## src/rtl/traffic_pkg.sv

```systemverilog
// Shared lamp encodings, phase codes and default phase durations for the
// highway / country-road intersection sequencer.
package traffic_pkg;

    localparam logic [1:0] RED    = 2'd0;
    localparam logic [1:0] YELLOW = 2'd1;
    localparam logic [1:0] GREEN  = 2'd2;

    typedef enum logic [2:0] {
        HWY_GREEN   = 3'd0,
        HWY_YELLOW  = 3'd1,
        ALL_RED_H   = 3'd2,
        CTRY_GREEN  = 3'd3,
        CTRY_YELLOW = 3'd4,
        ALL_RED_C   = 3'd5,
        PED_WALK    = 3'd6
    } phase_t;

    localparam int unsigned DEF_T_MIN_GREEN = 8;
    localparam int unsigned DEF_T_MAX_CTRY  = 10;
    localparam int unsigned DEF_T_YELLOW    = 3;
    localparam int unsigned DEF_T_ALLRED    = 2;
    localparam int unsigned DEF_T_WALK      = 6;
    localparam int unsigned DEF_CW          = 8;

    typedef struct packed {
        logic [1:0] hwy;
        logic [1:0] country;
        logic       walk;
    } lamps_t;

    function automatic lamps_t lamp_decode(input phase_t p);
        lamps_t l;
        l.hwy     = RED;
        l.country = RED;
        l.walk    = 1'b0;
        case (p)
            HWY_GREEN:   l.hwy     = GREEN;
            HWY_YELLOW:  l.hwy     = YELLOW;
            CTRY_GREEN:  l.country = GREEN;
            CTRY_YELLOW: l.country = YELLOW;
            PED_WALK:    l.walk    = 1'b1;
            default:     ;
        endcase
        return l;
    endfunction

endpackage

```

## src/rtl/phase_timer.sv

```systemverilog
// Cycle counter for the current phase: synchronous clear, count enable and
// optional saturation at all-ones.
module phase_timer #(
    parameter int unsigned CW = 8
) (
    input  logic          clk,
    input  logic          reset,
    input  logic          clear,
    input  logic          enable,
    input  logic          saturate,
    output logic [CW-1:0] count
);

    always_ff @(posedge clk or negedge reset) begin
        if (!reset) begin
            count <= '0;
        end else if (clear) begin
            count <= '0;
        end else if (enable && !(saturate && (count == '1))) begin
            count <= count + 1'b1;
        end
    end

endmodule

```

## src/rtl/traffic_phase_scheduler.sv

```systemverilog
// Top-level intersection sequencer: highway/country green-yellow-all-red
// cycling with a latched pedestrian request served from the highway side.
module traffic_phase_scheduler
    import traffic_pkg::*;
#(
    parameter int unsigned T_MIN_GREEN = DEF_T_MIN_GREEN,
    parameter int unsigned T_MAX_CTRY  = DEF_T_MAX_CTRY,
    parameter int unsigned T_YELLOW    = DEF_T_YELLOW,
    parameter int unsigned T_ALLRED    = DEF_T_ALLRED,
    parameter int unsigned T_WALK      = DEF_T_WALK,
    parameter int unsigned CW          = DEF_CW
) (
    input  logic       clk,
    input  logic       reset,
    input  logic       car_country,
    input  logic       ped_req,
    output logic [1:0] hwy,
    output logic [1:0] country,
    output logic       walk,
    output logic       ped_ack,
    output logic [2:0] phase
);

    localparam logic [CW-1:0] MIN_LAST  = CW'(T_MIN_GREEN - 1);
    localparam logic [CW-1:0] CTRY_LAST = CW'(T_MAX_CTRY - 1);
    localparam logic [CW-1:0] YEL_LAST  = CW'(T_YELLOW - 1);
    localparam logic [CW-1:0] AR_LAST   = CW'(T_ALLRED - 1);
    localparam logic [CW-1:0] WALK_LAST = CW'(T_WALK - 1);

    phase_t        state;
    phase_t        nxt;
    logic [CW-1:0] timer;
    logic          ped_pending;
    logic          change;
    logic          enter_walk;
    lamps_t        next_lamps;

    phase_timer #(
        .CW(CW)
    ) u_timer (
        .clk      (clk),
        .reset    (reset),
        .clear    (change),
        .enable   (1'b1),
        .saturate (state == HWY_GREEN),
        .count    (timer)
    );

    always_comb begin
        nxt = state;
        case (state)
            HWY_GREEN:   if (timer >= MIN_LAST && (car_country || ped_pending)) nxt = HWY_YELLOW;
            HWY_YELLOW:  if (timer == YEL_LAST) nxt = ALL_RED_H;
            ALL_RED_H:   if (timer == AR_LAST) nxt = ped_pending ? PED_WALK : CTRY_GREEN;
            CTRY_GREEN:  if (!car_country || timer == CTRY_LAST) nxt = CTRY_YELLOW;
            CTRY_YELLOW: if (timer == YEL_LAST) nxt = ALL_RED_C;
            ALL_RED_C:   if (timer == AR_LAST) nxt = HWY_GREEN;
            PED_WALK:    if (timer == WALK_LAST) nxt = ALL_RED_C;
            default:     nxt = HWY_GREEN;
        endcase
    end

    assign change     = (nxt != state);
    assign enter_walk = change && (nxt == PED_WALK);
    assign next_lamps = lamp_decode(nxt);
    assign phase      = state;

    // Lamps are decoded from the next state so the registered outputs track the state register.
    always_ff @(posedge clk or negedge reset) begin
        if (!reset) begin
            state       <= HWY_GREEN;
            ped_pending <= 1'b0;
            ped_ack     <= 1'b0;
            hwy         <= GREEN;
            country     <= RED;
            walk        <= 1'b0;
        end else begin
            state   <= nxt;
            ped_ack <= enter_walk;
            hwy     <= next_lamps.hwy;
            country <= next_lamps.country;
            walk    <= next_lamps.walk;
            if (enter_walk) begin
                ped_pending <= 1'b0;
            end else if (ped_req && state != PED_WALK) begin
                ped_pending <= 1'b1;
            end
        end
    end

endmodule
```

## config.mk

```make
export PLATFORM = sky130hd
export DESIGN_NAME = traffic_phase_scheduler
export DESIGN_NICKNAME = d
export VERILOG_FILES = /design/src/rtl/traffic_pkg.sv /design/src/rtl/phase_timer.sv /design/src/rtl/traffic_phase_scheduler.sv
export SDC_FILE = /design/constraint.sdc
export NUM_CORES = 1
export LEC_CHECK = 0
export ABC_AREA = 1
export CAP_MARGIN = 30
export CORE_ASPECT_RATIO = 1.5
export CORE_MARGIN = 2
export CORE_UTILIZATION = 49
export DETAILED_ROUTE_END_ITERATION = 10
export PLACE_DENSITY = 0.82
export SYNTH_ARGS = -nofsm -noshare
export SYNTH_HDL_FRONTEND = slang
export SYNTH_SLANG_ARGS = --single-unit
```

## constraint.sdc

```tcl
create_clock -name clk -period 1.4 [get_ports clk]
set_input_delay 0.35 -clock clk [delete_from_list [all_inputs] [get_ports clk]]
set_output_delay 0.35 -clock clk [all_outputs]
set_load 0.01 [all_outputs]
```

-- Yosys cells after proc, flatten, opt, wreduce, memory -nomap -nowiden
Index checks and enable logic that the tools add are counted.
- mux-type cells: 16
- reduce and logical (&&, ||, !) cells: 10
- magnitude comparators: 1
- add/subtract/negate cells: 1
- equal/unequal tests: 18
- operators by type and width (kind ; number):
    two-way mux 3 bit ; 8
    one-hot mux 3 bit (7 select lines) ; 1
    two-way mux 8 bit ; 2
    equality test 3 bit, second input constant ; 5
    equality test 3 x 2 -> 1 bit, second input constant ; 3
    adder 8 x 1 -> 8 bit, second input constant ; 1
    equality test 8 x 1 -> 1 bit, second input constant ; 1
    equality test 8 x 2 -> 1 bit, second input constant ; 1
    equality test 8 x 3 -> 1 bit, second input constant ; 1
    equality test 8 x 4 -> 1 bit, second input constant ; 1
    equality test 8 bit, second input constant ; 1
    greater-or-equal comparator 8 x 3 -> 1 bit, second input constant ; 1
    one-hot mux 2 bit (2 select lines) ; 2
    equality test 3 x 1 -> 1 bit, second input constant ; 2
    zero test 3 bit ; 2
    logical AND 1 bit ; 4
    two-way mux 1 bit ; 3
    != test 3 bit ; 1
    != test 3 bit, second input constant ; 1
    logical OR 1 bit ; 2
    != test 2 bit, second input constant ; 1
    nonzero test 2 bit ; 1
    zero test 1 bit ; 1
- flip-flop bits (word level): 18
- output and inout port bits: 9
- word-level logic and storage cells: 53
- bits of input ports: 4

-- Depth between registers and ports, before layout
- depth after elaboration: 7
- depth in mapped cells: 13
- gate-level depth less buffers: 13

-- Hierarchy
A second synthesis with hierarchy kept.
- cell total of the unflattened synthesis: 165
- area, all modules: 1229.9 um^2
- by module, submodules not included (module ; sequential area each (um^2) ; cells each ; area an instance (um^2) ; instances):
    traffic_phase_scheduler ; 251.5 ; 100 ; 715.7 ; 1
    phase_timer ; 200.2 ; 65 ; 514.2 ; 1

-- Least setup slack after synthesis
OpenSTA, ideal clock, no wires.
- path type: register -> register
- start: register u_timer.count[1]
- end: register u_timer.count[5]
- data arrival time: 1.427 ns
- data required time: 1.331 ns
- slack: -0.095 ns
- period minus slack after synthesis: 1.495 ns
- path buffers: 0
- stages on the path, launching flop included: 13
- library setup time: 0.069 ns
- path through: dfrtp_1 > inv_1 > ha_1 > nand2_2 > nor2_4 > nor2_2 > inv_2 > nand2_2 > nor2_4 > nand3_2 > nand2_4 > nand2_8 > nor2_2
- word-level cells in the longest chain between the ends: 6
- elaborated cells between the ends (all ways): 22
- those cells by class: add/sub: 1; order compare: 1; eq/ne: 7; mux: 10; reduce/logical: 3
- ends and longest elaborated chain (element ; RTL line ; RTL):
    from (decl) ; phase_timer.sv:11 ; output logic [CW-1:0] count
    from (signal assigned) ; phase_timer.sv:20 ; count <= count + 1'b1;
    greater-or-equal comparator 8 x 3 -> 1 bit or equality test 8 x 4 -> 1 bit (tied branches) ; traffic_phase_scheduler.sv:52, traffic_phase_scheduler.sv:55 ;
    logical AND 1 bit or logical OR 1 bit (tied branches) ; traffic_phase_scheduler.sv:52, traffic_phase_scheduler.sv:55 ;
    two-way mux 3 bit, on equally long branches ; traffic_phase_scheduler.sv:52, traffic_phase_scheduler.sv:55 ;
    one-hot mux 3 bit (7 select lines) ; traffic_phase_scheduler.sv:51 ; case (state)
    != test 3 bit ; traffic_phase_scheduler.sv:63 ; assign change = (nxt != state);
    != test 2 bit (no source line) or two-way mux 8 bit (tied branches) ; -- ;
Several ways; a longest one is shown, not always the timed one. The select of a mux whose other input is x is not followed.
A chain may end at the register's enable or synchronous reset.

==> reports/metrics.yaml <==
setup_path:
  path_max_fanout: 5
  end_kind: "flop"
  cp-start-kind: "flop"
  required_ns: 1.63
  critical_path_arrival_ns: 1.97
  crit_type: "flop to flop"
layout:
  fin_nets: 193
  synthToLayoutAreaGrowth_pct: 49.67
  drive_above_1_share_pct: 53.51
  antenna_cells: 0
logic_synthesis:
  synthTopCellsByArea: "dfrtp_1 (37%), nor2_2 (6.6%), nand2_1 (6.3%), inv_1 (5.6%), nor2_1 (5.3%)"
  synthesis.area_um2: 1139
  yosysMostFrequentCell: "nand2_1"
  yosysWarnings: 0
  synthFlopType: "dfrtp_1"
  synth-seq-area-share_pct: 39.67
  syn_inst: 140
  syn_nets: 147
  postSynth.asyncResetShare_pct: 100.0
  synth-edff-count: 0
  synthTopCellsByCount: "nand2_1 (19), dfrtp_1 (17), inv_1 (17)"
  synth.avg_cell_area_um2: 8.133
  synth_cell_types: 22
  ys_ff_latch: 18
  yosys.area.top_type: "dfrtp_1"
  synth_top_area_share_pct: 37.36
sta:
  clock.fmax_ghz: 0.5760
  hold_violations: 0
  rsz0062_at_grt: "yes"
  period_share_pct: 124.0
  worstMarginPinSlew_ns: 0.2685
  maxSlewViolCount: 0
  setup_violations: 16
  fin_worst_skew_ns: 0.006785
  relSlewSlack_pct: 81.91
  period_minus_slack_ns: 1.736
  fin_setup_tns_ns: -4.000
  setup_ws_ns: -0.3362
detailed_routing:
  first_iter_violations: 14
  drc: 0
  dr_total_vias: 1122
  routed_via_density: 5.394
  dr.pass1.iters: 4
  wl_um: 3313
  drtAntennaViolNets: 0
  post_drt_wl_per_cell_um: 15.93
clocking:
  cts_max_path_buffers: 2
  cts-root-buf: "clkbuf_4"
  cts_tree: "done"
  h-tree-depth: 1
  clkLatencyLatePin_ns: 0.30
  cts-buffers-inserted: 3
  cts.sinks: 18
  cts.clk_slew.worst_paths_ns: 0.11
placed_design:
  io_buffers: 12
  gp_congestion: 0.8671
  dp_hpwl_um: 2011
  place_ws_ns: -0.2337
floorplanning:
  io_pins: 13
  dieArea_um2: 2733
  core_um2: 2207
  num_rows: 21
  die_height_um: 63.04
  initial_core_util_pct: 51.59
  die_width_um: 43.36
global_route:
  grt_pass1_wl_um: 4698
  grt_pass1_vias: 1095
  grt.total_usage_pct: 22.18
  grt_max_degree: 19
  antenna_found_initial: 0
  grt_overflow: 0
power:
  power_density_nw_per_um2: 1830
  peakVddDrop_mv: 1.106
  fin_total_pwr_w: 0.003118
  leakage_nw: 0.8189
worst_hold_path:
  hp-class: "input port to async pin"
outcome:
  violations: "setup timing"
  status: "complete, but fails checks"
run:
  drv_cap: 0
-- cell usage in the layout (no fill, tap or decap), types with 4 or more instances in the layout --
cell type / instances
nand3_2: 5
inv_1: 13
nand2_2: 9
dlygate4sd2_1: 6
dfrtp_2: 4
nor2_1: 13
inv_2: 9
buf_4: 28
nand2_1: 15
o21ai_0: 7
nor2_4: 8
nand3_1: 5
nor2_2: 12
dfrtp_1: 13
-- cell families (layout without fill, tap and decap cells) --
group / Yosys count / after routing / share of synthesized area, %
AOI/OAI and AO/OA: 11 / 11 / 4.945
buffers and inverters: 23 / 68 / 7.582
DFF: 18 / 18 / 39.67
xor gates and xnor gates: 3 / 3 / 2.308
and+or+nand+nor: 82 / 82 / 42.20
adders and majority gates: 3 / 3 / 3.297
-- critical path, stage by stage, from the launching register on --
cell,delay [ns]
dfrtp_2,0.47
inv_2,0.10
ha_4,0.14
nand2_2,0.07
o21ai_0,0.27
nand2_1,0.12
nand2_2,0.10
nor2_4,0.04
buf_4,0.13
nand2_4,0.08
inv_1,0.06
nor2_1,0.09
-- area by class of cell --
cell class / count / area [µm²]
clock buffer: 4 / 36.28
fill: 139 / 503.0
inverter: 23 / 88.84
multi-input combinational: 99 / 755.7
sequential: 18 / 456.7
tap: 23 / 28.78
timing repair buffer: 41 / 337.8
-- state kept, by name, summed over array words and instances (netlist names) --
name           count
country            2
ped_pending        1
walk               1
u_timer.count      8
phase              3
ped_ack            1
hwy                2
-- through the flow --
stage,instances,cell area (µm²),hold WS (ns),util (%)
CTS,204,1554,0.3872,70.41
floorplan,140,1141,0.05441,-
global route,208,1704,0.3811,77.21
global placement,197,1455,0.6089,65.93
finish,208,1704,0.3789,77.21
detailed placement,197,1455,0.6269,65.93
-- path summary, 6_finish.rpt --
kind                             startpoint          endpoint  slack, ns  cells past startpoint
min reg2reg                u_timer.count[7]  u_timer.count[7]       0.72                      3
max                        u_timer.count[0]        country[1]      -0.34                     11
min in group clk           u_timer.count[7]  u_timer.count[7]       0.72                      3
min                                   reset  u_timer.count[7]       0.38                      2
max in group asynchronous             reset            hwy[1]       0.76                      2
max reg2reg                u_timer.count[0]        country[1]      -0.34                     11
-- layer usage --
layer / GRT usage (%) / vias up / share of wire (%)
met2: 41.04 / 39 / 58
met5: 0 / - / 0
met1: 25.00 / 537 / 35
met4: 6.439 / 0 / 4.0
met3: 3.468 / 16 / 3.6
li1: - / 530 / -
-- power by group --
group | switching [W] | internal, W
Clock | 0.000164 | 0.000159
Combinational | 0.00112 | 0.000837
Sequential | 0.000160 | 0.000678
-- repair_timing --
item	4_1_cts	5_1_grt
hold buffers	0	0
setup endpoints to repair	23	19
gates resized for setup	20	33
buffers inserted	3	4
pin swaps	7	15
hold endpoints to repair	0	0
(Power assumes the default switching activity.)
